File: config.mk
export PLATFORM = sky130hd
export DESIGN_NAME = uart_rx_flat
export DESIGN_NICKNAME = d
export VERILOG_FILES = /design/src/rtl/uart_rx_if.sv /design/src/rtl/uart_rx.sv /design/src/flat_wrapper.sv
export SDC_FILE = /design/constraint.sdc
export NUM_CORES = 1
export LEC_CHECK = 0
export ABC_AREA = 1
export CAP_MARGIN = 30
export CORE_MARGIN = 2
export CORE_UTILIZATION = 60
export CTS_CLUSTER_DIAMETER = 150
export DETAILED_ROUTE_END_ITERATION = 6
export PLACE_DENSITY = 0.79
export SETUP_SLACK_MARGIN = 0.4
export SYNTH_ARGS = -nofsm -noshare
export SYNTH_HDL_FRONTEND = slang
export SYNTH_SLANG_ARGS = --single-unit
File: constraint.sdc
create_clock -name clk -period 3.75 [get_ports clk]
set_input_delay 0.75 -clock clk [delete_from_list [all_inputs] [get_ports clk]]
set_output_delay 0.75 -clock clk [all_outputs]
set_load 0.1 [all_outputs]
File: src/rtl/uart_rx_if.sv
// uart_rx_if: receiver-side signal bundle for uart_rx.
//   rx          serial line into the receiver (idle high)
//   data        last good byte
//   valid       one-cycle strobe when data updates
//   framing_err one-cycle strobe when the stop bit samples low
//   busy        receiver is inside a frame
// modport slave is the receiver; modport master is the line driver / byte consumer.
interface uart_rx_if;
  logic       rx;
  logic [7:0] data;
  logic       valid;
  logic       framing_err;
  logic       busy;

  modport master (output rx, input data, valid, framing_err, busy);
  modport slave  (input rx, output data, valid, framing_err, busy);
endinterface

File: src/rtl/uart_rx.sv
// uart_rx: 8N1 serial receiver, mid-bit sampling.
//   clk  system clock
//   rst  synchronous active-high reset
//   bus  uart_rx_if.slave: rx in; data/valid/framing_err/busy out
// Start edge is qualified at half a bit, then every bit is sampled one full
// bit period later, which lands each sample near the middle of its bit.
module uart_rx #(
  parameter int CLKS_PER_BIT = 234
) (
  input logic     clk,
  input logic     rst,
  uart_rx_if.slave bus
);
  localparam int          HALF     = CLKS_PER_BIT / 2;
  localparam logic [15:0] HALF_END = 16'(HALF - 1);
  localparam logic [15:0] BIT_END  = 16'(CLKS_PER_BIT - 1);

  typedef enum logic [2:0] {
    IDLE    = 3'd0,
    START   = 3'd1,
    DATA    = 3'd2,
    STOP    = 3'd3,
    RECOVER = 3'd4
  } state_t;

  state_t      state, state_nxt;
  logic        rx_m, rx_s;
  logic [15:0] cnt;
  logic [2:0]  idx;
  logic [7:0]  shreg;
  logic        cnt_done;
  logic        take, bad;

  // START waits half a bit; every other counting state waits a full bit.
  assign cnt_done = (state == START) ? (cnt == HALF_END) : (cnt == BIT_END);

  // state register + datapath
  always_ff @(posedge clk) begin
    if (rst) begin
      rx_m            <= 1'b1;
      rx_s            <= 1'b1;
      state           <= IDLE;
      cnt             <= '0;
      idx             <= '0;
      shreg           <= '0;
      bus.data        <= '0;
      bus.valid       <= 1'b0;
      bus.framing_err <= 1'b0;
    end else begin
      rx_m            <= bus.rx;
      rx_s            <= rx_m;
      state           <= state_nxt;
      bus.valid       <= take;
      bus.framing_err <= bad;
      if (take) bus.data <= shreg;
      case (state)
        START, STOP: cnt <= cnt_done ? '0 : cnt + 16'd1;
        DATA: begin
          if (cnt_done) begin
            shreg[idx] <= rx_s;
            cnt        <= '0;
            idx        <= idx + 3'd1;   // wraps 7 -> 0 on the way to STOP
          end else begin
            cnt <= cnt + 16'd1;
          end
        end
        default: begin
          cnt <= '0;
          idx <= '0;
        end
      endcase
    end
  end

  // next state
  always_comb begin
    state_nxt = state;
    case (state)
      IDLE:    if (!rx_s) state_nxt = START;
      START:   if (cnt_done) state_nxt = rx_s ? IDLE : DATA;   // high at mid-start = glitch
      DATA:    if (cnt_done && idx == 3'd7) state_nxt = STOP;
      STOP:    if (cnt_done) state_nxt = rx_s ? IDLE : RECOVER;
      RECOVER: if (rx_s) state_nxt = IDLE;                     // hold off while line is in break
      default: state_nxt = IDLE;
    endcase
  end

  // outputs
  always_comb begin
    take     = 1'b0;
    bad      = 1'b0;
    if (state == STOP && cnt_done) begin
      take = rx_s;
      bad  = ~rx_s;
    end
    bus.busy = (state != IDLE);
  end
endmodule
File: src/flat_wrapper.sv
// flat-port wrapper written by rule: the top's interface ports become plain ports
module uart_rx_flat 
#(
  parameter int CLKS_PER_BIT = 234
)
  (clk, rst, bus_rx, bus_data, bus_valid, bus_framing_err, bus_busy);
  uart_rx_if bus_i ();
  input logic clk;
  input logic rst;
  input wire logic [$bits(bus_i.rx)-1:0] bus_rx;
  output wire logic [$bits(bus_i.data)-1:0] bus_data;
  output wire logic [$bits(bus_i.valid)-1:0] bus_valid;
  output wire logic [$bits(bus_i.framing_err)-1:0] bus_framing_err;
  output wire logic [$bits(bus_i.busy)-1:0] bus_busy;
  assign bus_i.rx = bus_rx;
  assign bus_data = bus_i.data;
  assign bus_valid = bus_i.valid;
  assign bus_framing_err = bus_i.framing_err;
  assign bus_busy = bus_i.busy;
  uart_rx #(.CLKS_PER_BIT(CLKS_PER_BIT)) u_core (.clk(clk), .rst(rst), .bus(bus_i));
endmodule
==> reports/results.ini <==
[cells_and_area]
synthToLayoutAreaGrowth_pct=11.0
fin_util_pct=69.3
final_cell_area_um2=2290
final_nets=321
drive_gt1_share_pct=9.18
diodes=0

[route]
dr.pass1.iters=4
wl_um=4190
post-route-drc-count=0
vias=1861
postRouteAntennaNets=0
drtIter0Drc=151
avgRoutedWirePerCell_um=11.6
routed_via_density=5.14

[clock_network]
cts_setup_buffers=0
cts.sinks=42
cts_tree=built
ctsHoldBuffers=0
cts_buffer_depth=2
cts_made_buffers=5
htree_num_levels=2
cts_root_buf=clkbuf_4
cts_resized=0
clk_pin_slew_ns=0.13
clk_latency_ns=0.36

[die]
dieArea_um2=3930
rows=21
dieHeight_um=62.7
die_w_um=62.7
core_um2=3310
pin_count=14
start_util_pct=62.4

[global_route]
grt_use_met2_pct=40.1
track_usage_pct=24.4
antenna_found_initial=0
met3_usage_pct=5.41
grt_pass1_vias=1757
grt_start_max_net_pins=17
grt_busiest_layer=met2
grtUsageMet1_pct=31.4
grt-ovfl-total=0
grt_pass1_wl_um=7580

[placement]
post-dp-hpwl_um=3110
place.gp.congestion=0.865
place_area_um2=2230
port_buffers=13

[logic_synthesis]
synth.avg_cell_area_um2=6.89
syn_inst=300
syn-cell-area_um2=2070
synth_fp_nets=306
synth.distinct_cells=29
yosysSeqAreaShare_pct=40.7
synth_seq_cells=42
yosys_warnings=0

[hold_path]
hold_class=flop to flop

[sta]
drv_slew=0
clock.fmax_mhz=349
fin_crit_ns=2.86
tns_ns=0
grt_setup_unrepaired=no
final.setup_skew_ns=0.00635
max_slew_margin_pct=34.2
hold_violations=0
setup_viol_count_final=0
tightest_slew_ns=0.984
post-route-period-util_pct=76.4

[outcome]
status=finished, final reports clean

[critical_path]
crit_fanout=5
criticalPathCategory=flop to primary output
arrival_ns=2.11
required_ns=3.00
endpoint_kind=primary output
start_kind=flop

[power_and_ir_drop]
p_leak_uw=0.000882
p_per_area_nw_per_um2=343
finalPower_uw=788
peakVddDrop_uv=296

[flow_run]
cap_viol_max_count=0

-- worst paths after layout --
check             startpoint  cells past startpoint        endpoint  slack, ns
min              u_core.rx_m                      1     u_core.rx_s       0.42
max          u_core.state[2]                      3        bus_busy       0.89
min reg2reg      u_core.rx_m                      1     u_core.rx_s       0.42
max reg2reg    u_core.cnt[0]                     11  u_core.cnt[10]       1.96
-- metrics by stage --
| step | worst slack, ns | hold WS [ns] | cells |
|---|---|---|---|
| finish | 0.886 | 0.420 | 362 |
| global route | 0.781 | 0.422 | 362 |
| CTS | 0.856 | 0.427 | 362 |
| detailed placement | 1.28 | 0.399 | 354 |
| global placement | 1.32 | 0.395 | 354 |
| floorplan | 1.86 | 0.389 | 300 |
-- logic make-up (layout without fill, tap and decap cells) --
group / after synthesis / count (layout) / synth area share (%)
adders and majority gates: 3 / 3 / 1.82
AOI/OAI and AO/OA: 37 / 37 / 9.87
and+or+nand+nor: 173 / 173 / 38.5
DFF: 42 / 42 / 40.7
buffers and inverters: 42 / 58 / 7.87
xor gates and xnor gates: 3 / 3 / 1.27
-- routing by layer --
| metal | wire length (µm) | part of all wire (%) |
|---|---|---|
| met1 | 2100 | 50 |
| met2 | 1860 | 44 |
| met3 | 166 | 4.0 |
| met4 | 58 | 1.4 |
| met5 | 0 | 0 |
-- synthesized netlist by cell type --
master / n / area, µm²
nor2_2: 2 / 12.5
ha_1: 3 / 37.5
nand2_1: 56 / 210
nor4_1: 4 / 25.0
clkinv_1: 1 / 3.75
o21a_1: 4 / 30.0
xnor2_1: 1 / 8.76
clkbuf_1: 1 / 3.75
nor2_4: 2 / 22.5
nand3_1: 14 / 70.1
inv_2: 2 / 7.51
or2_2: 2 / 12.5
o21ai_0: 13 / 65.1
nand3_2: 2 / 20.0
nand3_4: 1 / 17.5
dfxtp_1: 42 / 841
nor3_1: 7 / 35.0
a21oi_2: 1 / 8.76
xor2_1: 2 / 17.5
nor3_4: 1 / 16.3
inv_1: 34 / 128
nand2_2: 6 / 37.5
o21bai_1: 2 / 15.0
a21oi_1: 17 / 85.1
nor3b_1: 1 / 7.51
nand4_1: 6 / 37.5
nor2_1: 67 / 251
nor3_2: 2 / 20.0
buf_2: 4 / 20.0
-- final cells by class --
class / count / area [µm²]
Multi-Input combinational cell: 216 / 1060
Fill cell: 326 / 1020
Sequential cell: 42 / 841
Inverter: 37 / 139
Timing Repair Buffer: 13 / 130
Tap cell: 46 / 57.6
Clock buffer: 6 / 51.3
Clock inverter: 2 / 12.5
-- where the power goes --
group	switching, µW	internal (µW)
clock network	155	90.3
registers	6.13	451
logic	61.8	24.3
-- flip-flops by register name, summed over array words and instances, names as in the netlist --
name	count
u_core.idx	3
u_core.bus.data	8
u_core.bus.valid	1
u_core.shreg	8
u_core.state	3
u_core.rx_m	1
u_core.cnt	16
u_core.bus.framing_err	1
u_core.rx_s	1
-- layout by cell type (no fill, tap or decap), drive strengths merged, types with 4 or more instances in the layout --
master	n
inv	36
clkbuf	6
nand4	6
nor3	10
clkdlybuf4s50	13
dfxtp	42
nor2	71
o21a	4
nand2	62
o21ai	13
a21oi	18
nor4	4
nand3	17
-- worst max-delay path, stage by stage (launching register included) --
cell and delay (ns):
dfxtp_1 0.47, inv_2 0.08, nand2_1 0.07, clkdlybuf4s50_1 1.13
Note: power is estimated with default switching activity, not from simulation.
